### src/rtl/tcp_arb_pkg.sv
// Shared types and helpers for the TCP connection arbiter.
// Command/state encodings plus req_cmd slicing.
package tcp_arb_pkg;

  typedef enum logic [1:0] {
    ACTIVE_OPEN  = 2'd0,
    PASSIVE_OPEN = 2'd1,
    SEND         = 2'd2,
    CLOSE        = 2'd3
  } tcp_cmd_e;

  typedef enum logic [1:0] {
    IDLE  = 2'd0,
    OWNED = 2'd1,
    DRAIN = 2'd2
  } arb_state_e;

  localparam int MAX_REQ = 32;

  function automatic tcp_cmd_e cmd_at(
    input logic [2*MAX_REQ-1:0] v,
    input int                   i
  );
    return tcp_cmd_e'(v[2*i +: 2]);
  endfunction

  function automatic logic is_open(input tcp_cmd_e c);
    return (c == ACTIVE_OPEN) || (c == PASSIVE_OPEN);
  endfunction

endpackage

### src/rtl/tcp_conn_arbiter_rr_arbiter.sv
// Combinational round-robin pick: first set request at or
// after ptr_i, wrapping modulo N.
module rr_arbiter #(
  parameter  int N = 4,
  localparam int W = $clog2(N)
) (
  input  logic [N-1:0] req_i,
  input  logic [W-1:0] ptr_i,
  output logic [W-1:0] idx_o,
  output logic         found_o
);

  always_comb begin : pick
    int k;
    k       = 0;
    idx_o   = '0;
    found_o = 1'b0;
    for (int i = 0; i < N; i++) begin
      k = int'(ptr_i) + i;
      if (k >= N) k = k - N;
      if (!found_o && req_i[k]) begin
        found_o = 1'b1;
        idx_o   = W'(k);
      end
    end
  end

endmodule

### src/rtl/tcp_conn_arbiter.sv
// Shares one TCP FSM among N_REQ requesters; owner lock + timeout.
// Optional stats counters under `TCP_ARB_STATS_EN.
module tcp_conn_arbiter
  import tcp_arb_pkg::*;
#(
  parameter  int N_REQ       = 4,
  parameter  int TIMEOUT_CYC = 1000,
  localparam int ID_W        = $clog2(N_REQ),
  localparam int CNT_W       = $clog2(TIMEOUT_CYC + 1)
) (
  input  logic               clk,
  input  logic               rst_n,
  input  logic [N_REQ-1:0]   req_valid,
  input  logic [2*N_REQ-1:0] req_cmd,
  output logic [N_REQ-1:0]   req_ack,
  output logic [N_REQ-1:0]   req_nack,
  output logic               owner_vld,
  output logic [ID_W-1:0]    owner_id,
  input  logic               ACK_i,
  input  logic               FIN_i,
  input  logic               RST_i,
  input  logic               SYN_i,
  output logic               a_opn,
  output logic               p_opn,
  output logic               send_data,
  output logic               cls,
  output logic               timo_strb
`ifdef TCP_ARB_STATS_EN
  ,
  output logic [15:0]        stat_grants,
  output logic [15:0]        stat_timeouts
`endif
);

  localparam logic [CNT_W-1:0] TERM = CNT_W'(TIMEOUT_CYC - 1);

  arb_state_e         state_q, state_d;
  logic [ID_W-1:0]    ptr_q, ptr_d;
  logic [ID_W-1:0]    own_q, own_d;
  logic               vld_q, vld_d;
  logic [CNT_W-1:0]   tmr_q, tmr_d;
  logic [N_REQ-1:0]   ack_q, ack_d;
  logic [N_REQ-1:0]   nack_q, nack_d;
  logic               aop_q, aop_d;
  logic               pop_q, pop_d;
  logic               snd_q, snd_d;
  logic               cls_q, cls_d;
  logic               tmo_q, tmo_d;

  logic [2*MAX_REQ-1:0] cmd_ext;
  tcp_cmd_e             cmd [N_REQ];
  logic [N_REQ-1:0]     live;
  logic [N_REQ-1:0]     open_req;
  logic [ID_W-1:0]      win;
  logic                 found;
  logic                 peer;

  // A request just acked/nacked is still held this cycle; mask it
  assign live = req_valid & ~(ack_q | nack_q);
  assign peer = ACK_i | FIN_i | RST_i | SYN_i;

  always_comb begin
    cmd_ext              = '0;
    cmd_ext[2*N_REQ-1:0] = req_cmd;
    for (int i = 0; i < N_REQ; i++) begin
      cmd[i]      = cmd_at(cmd_ext, i);
      open_req[i] = live[i] & is_open(cmd[i]);
    end
  end

  rr_arbiter #(
    .N (N_REQ)
  ) u_rr (
    .req_i   (open_req),
    .ptr_i   (ptr_q),
    .idx_o   (win),
    .found_o (found)
  );

  always_comb begin
    state_d = state_q;
    ptr_d   = ptr_q;
    own_d   = own_q;
    vld_d   = vld_q;
    tmr_d   = tmr_q;
    ack_d   = '0;
    nack_d  = '0;
    aop_d   = 1'b0;
    pop_d   = 1'b0;
    snd_d   = 1'b0;
    cls_d   = 1'b0;
    tmo_d   = 1'b0;
    unique case (state_q)
      IDLE: begin
        nack_d = live & ~open_req;
        if (found) begin
          ack_d[win] = 1'b1;
          aop_d      = (cmd[win] == ACTIVE_OPEN);
          pop_d      = (cmd[win] == PASSIVE_OPEN);
          own_d      = win;
          vld_d      = 1'b1;
          ptr_d      = (win == ID_W'(N_REQ - 1)) ? '0 : win + ID_W'(1);
          tmr_d      = '0;
          state_d    = OWNED;
        end
      end
      OWNED: begin
        tmr_d = tmr_q + CNT_W'(1);
        // Owner activity beats expiry, so CLOSE suppresses timo_strb
        if (live[own_q]) begin
          tmr_d = '0;
          case (cmd[own_q])
            SEND: begin
              ack_d[own_q] = 1'b1;
              snd_d        = 1'b1;
            end
            CLOSE: begin
              ack_d[own_q] = 1'b1;
              cls_d        = 1'b1;
              state_d      = DRAIN;
            end
            default: nack_d[own_q] = 1'b1;
          endcase
        end else if (peer) begin
          tmr_d = '0;
        end else if (tmr_q == TERM) begin
          tmo_d   = 1'b1;
          tmr_d   = '0;
          state_d = DRAIN;
        end
      end
      DRAIN: begin
        tmr_d = tmr_q + CNT_W'(1);
        if (live[own_q]) nack_d[own_q] = 1'b1;
        if (tmr_q == TERM) begin
          tmo_d   = 1'b1;
          vld_d   = 1'b0;
          tmr_d   = '0;
          state_d = IDLE;
        end
      end
      default: begin
        state_d = IDLE;
        vld_d   = 1'b0;
        tmr_d   = '0;
      end
    endcase
  end

  always_ff @(posedge clk or negedge rst_n) begin
    if (!rst_n) begin
      state_q <= IDLE;
      ptr_q   <= '0;
      own_q   <= '0;
      vld_q   <= 1'b0;
      tmr_q   <= '0;
      ack_q   <= '0;
      nack_q  <= '0;
      aop_q   <= 1'b0;
      pop_q   <= 1'b0;
      snd_q   <= 1'b0;
      cls_q   <= 1'b0;
      tmo_q   <= 1'b0;
    end else begin
      state_q <= state_d;
      ptr_q   <= ptr_d;
      own_q   <= own_d;
      vld_q   <= vld_d;
      tmr_q   <= tmr_d;
      ack_q   <= ack_d;
      nack_q  <= nack_d;
      aop_q   <= aop_d;
      pop_q   <= pop_d;
      snd_q   <= snd_d;
      cls_q   <= cls_d;
      tmo_q   <= tmo_d;
    end
  end

  assign req_ack   = ack_q;
  assign req_nack  = nack_q;
  assign owner_vld = vld_q;
  assign owner_id  = own_q;
  assign a_opn     = aop_q;
  assign p_opn     = pop_q;
  assign send_data = snd_q;
  assign cls       = cls_q;
  assign timo_strb = tmo_q;

`ifdef TCP_ARB_STATS_EN
  logic [15:0] grants_q;
  logic [15:0] touts_q;
  logic        grant_ev;
  logic        tout_ev;

  // Timeout while still owned is the only strobe with owner_vld high
  assign grant_ev = aop_q | pop_q;
  assign tout_ev  = tmo_q & vld_q;

  always_ff @(posedge clk or negedge rst_n) begin
    if (!rst_n) begin
      grants_q <= '0;
      touts_q  <= '0;
    end else begin
      if (grant_ev && (grants_q != 16'hFFFF)) grants_q <= grants_q + 16'd1;
      if (tout_ev && (touts_q != 16'hFFFF)) touts_q <= touts_q + 16'd1;
    end
  end

  assign stat_grants   = grants_q;
  assign stat_timeouts = touts_q;
`endif

endmodule

### config.mk
export PLATFORM = sky130hd
export DESIGN_NAME = tcp_conn_arbiter
export DESIGN_NICKNAME = d
export VERILOG_FILES = /design/src/rtl/tcp_arb_pkg.sv /design/src/rtl/tcp_conn_arbiter_rr_arbiter.sv /design/src/rtl/tcp_conn_arbiter.sv
export SDC_FILE = /design/constraint.sdc
export NUM_CORES = 1
export LEC_CHECK = 0
export CORE_MARGIN = 2
export CORE_UTILIZATION = 54
export DETAILED_ROUTE_END_ITERATION = 6
export PLACE_DENSITY = 0.8
export SLEW_MARGIN = 20
export SYNTH_ARGS = -nofsm -noshare
export SYNTH_HDL_FRONTEND = slang
export SYNTH_SLANG_ARGS = --single-unit
### constraint.sdc
create_clock -name clk -period 6 [get_ports clk]
set_clock_uncertainty 0.15 [all_clocks]
set_input_delay 0.6 -clock clk [delete_from_list [all_inputs] [get_ports clk]]
set_output_delay 0.6 -clock clk [all_outputs]
set_load 0.01 [all_outputs]
==> results list <==
- Post-synthesis net count: 218
- Final period demand of the worst path: 2.64 ns
- In this run the static leakage power is 0.943 nW.
- Gates resized during post-CTS repair numbered 0.
* Via total after detailed routing: 1,676
- After detailed placement, the design holds a cell count of 265.
- Crit-path max FO: 4
- The worst setup path is captured at a flop.
- Filler cell count: 270
* Slowest Stage Delay on Critical Path: 0.52 ns
- Synth cell count leaders: 30 x sky130_fd_sc_hd__dfrtp_1, 18 x sky130_fd_sc_hd__nand2_1, 13 x sky130_fd_sc_hd__nor2_1, 9 x sky130_fd_sc_hd__ha_1
- Total setup buffers inserted after CTS: 0
- Max-cap violations: 0
* Reg clk slew, reported paths: 0.09 ns
- Count of flip-flops with a built-in enable after synthesis: 0
- DR WL/cell: 16.5 um
* Sequential area share after synthesis: 39.5%
* Synthesis-stage register bit count: 30
- H-tree levels: 2
- Setup total negative slack: 0 ns
- The first detailed-routing pass took 5 iterations.
- HPWL reported at the end of detailed placement: 3330 um
* Class of the most critical setup path: in2reg
* Synth area leader: sky130_fd_sc_hd__dfrtp_1
- Synthesis-to-finish area growth: 21.9%
- The count of buffers added on input and output ports is 33.
- The max-slew violation total from the final report was 0.
* Crit path max-delay cell type: sky130_fd_sc_hd__or4b_1
* Global-route wire length before repair: 7670 um
- Hold is met by 0.365 ns.
* Largest voltage drop on the vdd net: 0.000234 V
- Starting density of the core: 56.5%
- Unique cell type count in the Yosys netlist: 54
- The initial antenna violation count is 0.
- The via count of the first global-routing pass came to 1,675.
- Final design utilization: 68.8%
- For this block, the routed nets add up to 4480 um of wire.
* Post-Syn Area per Cell: 9.94 um2
- Largest cells by area after synthesis: sky130_fd_sc_hd__dfrtp_1 40%, sky130_fd_sc_hd__ha_1 5.9%, sky130_fd_sc_hd__nand2_1 3.6%
- Top cell type's share of synthesized area: 39.5%
- RePlAce Congestion: 0.851
- In the routed layout, each cell is associated on average with a via count of 6.16.
- The floorplan step set the die height to 63.3 um.
- Area of the die: 4010 um2
- Fin. Hold Viols: 0
* Worst path cell trace: clkdlybuf4s50_1 > or4b_1 > a222oi_1 > o21a_2 > inv_2 > ha_1 > a22o_1
- Total overflow reported by the global router: 0
- Worst EP arrival: 2.71 ns
* Final count of negative-setup-slack endpoints: 0
* Number of warnings reported in the yosys synthesis log: 0
* Antenna fix cells: 0
- Worst slew pin tran: 0.642 ns
- Clock Sinks: 30
* Top-count cell post-synth: sky130_fd_sc_hd__dfrtp_1
- Global routing consumed, over all layers together, 24.2% of the routing resources.
- Quantity of hold-fixing buffers added after cts: 0
* Highest clock rate: 379 MHz
* Core area: 3360 um2
* Synth Flop Type: sky130_fd_sc_hd__dfrtp_1
- 34 I/O pins were placed.
- TritonCTS built the clock tree.
* Setup slack of the most critical reg-to-reg path: 3.64 ns
- Clock buffer depth: 2
- Leaving out filler cells and counting taps, the final layout contains 272.
- In the synthesized netlist the async set-or-reset flop fraction comes to 100%.
- Residual DRC count: 0
* Power per Cell Area: 389 nW/um2
- For this block, the initial DRC count from the detailed router was 88.
* Total chip power: 0.900 mW
- Root buffer cell: sky130_fd_sc_hd__clkbuf_4
* Endpoint required time on the critical path: 6.07 ns
- Fraction of layout cells with a size suffix above 1: 11.5%
- Startpoint class of the critical path: input port
- The number of clock buffers added by TritonCTS is 5.
- Mapped cell area: 1900 um2
- Clock latency on the worst-skew pair, taken at its later pin, is 0.33 ns.
- In the synthesized netlist, the number of instances is 191.
- In this run the worst hold path is classified as reg2reg.
- In this run the remaining antenna-violating nets after routing total 0.
- From left edge to right edge, the die measures 63.3 um.
* Part of the cycle the worst path needs: 44.0%
- The flow ran to the end, and the final reports show no timing, DRC or antenna violations.
- After the last flow step, the layout net total stands at 253.
* Slew Limit Headroom: 56.8%
- Number of placement rows: 21
- Maximum number of pins on one net before global-route repair: 31
- Setup repair after global routing left no endpoint under its margin.
## registers in the layout, summed over array words and instances (netlist names)
signal and cells:
tmr_q 10, a_opn 1, timo_strb 1, req_nack 4, owner_id 2, send_data 1
ptr_q 2, state_q 2, p_opn 1, owner_vld 1, req_ack 4, cls 1
## cells by family after synthesis
logic type      after synthesis  share of synthesized area (%)
flops                        30                           39.5
mux                           4                           4.15
fa+ha+maj                     9                           5.93
xor+xnor                      2                          0.922
buf+inv                      16                           3.29
simple gates                 78                           25.3
compound gates               52                           20.9
## worst paths after layout
kind | from | end | depth (start not counted)
max in group asynchronous | rst_n | req_nack[3] | 2
hold / removal | owner_vld | owner_vld | 1
hold reg to reg | owner_vld | owner_vld | 1
min in group asynchronous | rst_n | req_nack[0] | 2
setup / recovery | req_cmd[7] | req_ack[1] | 7
setup reg to reg | req_nack[3] | req_ack[1] | 6
## worst max-delay path: cells and delay by family
family | cells | cell delay, ns
buffers and inverters | 2 | 0.56
AO/OA/AOI/OAI | 3 | 0.82
adder cells (fa/ha/maj) | 1 | 0.21
AND/OR/NAND/NOR | 1 | 0.52
## per-stage QoR
| step | instance area (um2) | setup WS [ns] |
|---|---|---|
| after floorplan | 1900 | 3.70 |
| after global placement | 2270 | 3.11 |
| after detailed placement | 2270 | 3.06 |
| after CTS | 2310 | 3.39 |
| after global routing | 2310 | 3.28 |
| final | 2310 | 3.36 |
## per-layer routing
metal | wire (um) | GRT usage (%) | part of all wire [%]
met5 | 0 | 0 | 0
met4 | 63 | 7.34 | 1.4
met3 | 296 | 8.21 | 6.6
met2 | 2110 | 38.3 | 47
met1 | 2000 | 31.6 | 45
## final cells by class
type / count / area, um2 / share of cell area, %
Multi-Input combinational cell: 145 / 1090 / 46.9
Sequential cell: 30 / 751 / 32.4
Timing Repair Buffer: 34 / 338 / 14.6
Tap cell: 46 / 57.6 / 2.49
Clock buffer: 7 / 45.0 / 1.95
Inverter: 10 / 37.5 / 1.62
## layout by cell type (no fill, tap or decap), types with 3 or more instances in the layout
| cell | instances |
|---|---|
| sky130_fd_sc_hd__nor3b_1 | 5 |
| sky130_fd_sc_hd__inv_1 | 8 |
| sky130_fd_sc_hd__mux4_2 | 3 |
| sky130_fd_sc_hd__o21ai_0 | 6 |
| sky130_fd_sc_hd__nor2b_1 | 8 |
| sky130_fd_sc_hd__nand4_1 | 3 |
| sky130_fd_sc_hd__a21oi_1 | 8 |
| sky130_fd_sc_hd__dfrtp_1 | 30 |
| sky130_fd_sc_hd__nor2_1 | 13 |
| sky130_fd_sc_hd__a211oi_1 | 3 |
| sky130_fd_sc_hd__o22ai_1 | 4 |
| sky130_fd_sc_hd__a32oi_1 | 3 |
| sky130_fd_sc_hd__clkdlybuf4s50_1 | 33 |
| sky130_fd_sc_hd__nand3_1 | 8 |
| sky130_fd_sc_hd__clkbuf_4 | 5 |
| sky130_fd_sc_hd__and3_1 | 4 |
| sky130_fd_sc_hd__nand2_1 | 18 |
| sky130_fd_sc_hd__a22o_1 | 4 |
| sky130_fd_sc_hd__o21ai_1 | 3 |
| sky130_fd_sc_hd__ha_1 | 9 |
## power by group
group	switching, mW	total, mW	leakage (nW)	internal [mW]
registers	0.0589	0.312	0.404	0.253
clock network	0.0660	0.110	0.0254	0.0441
logic	0.259	0.478	0.513	0.219
No activity file was read; power rests on OpenSTA's default activity.
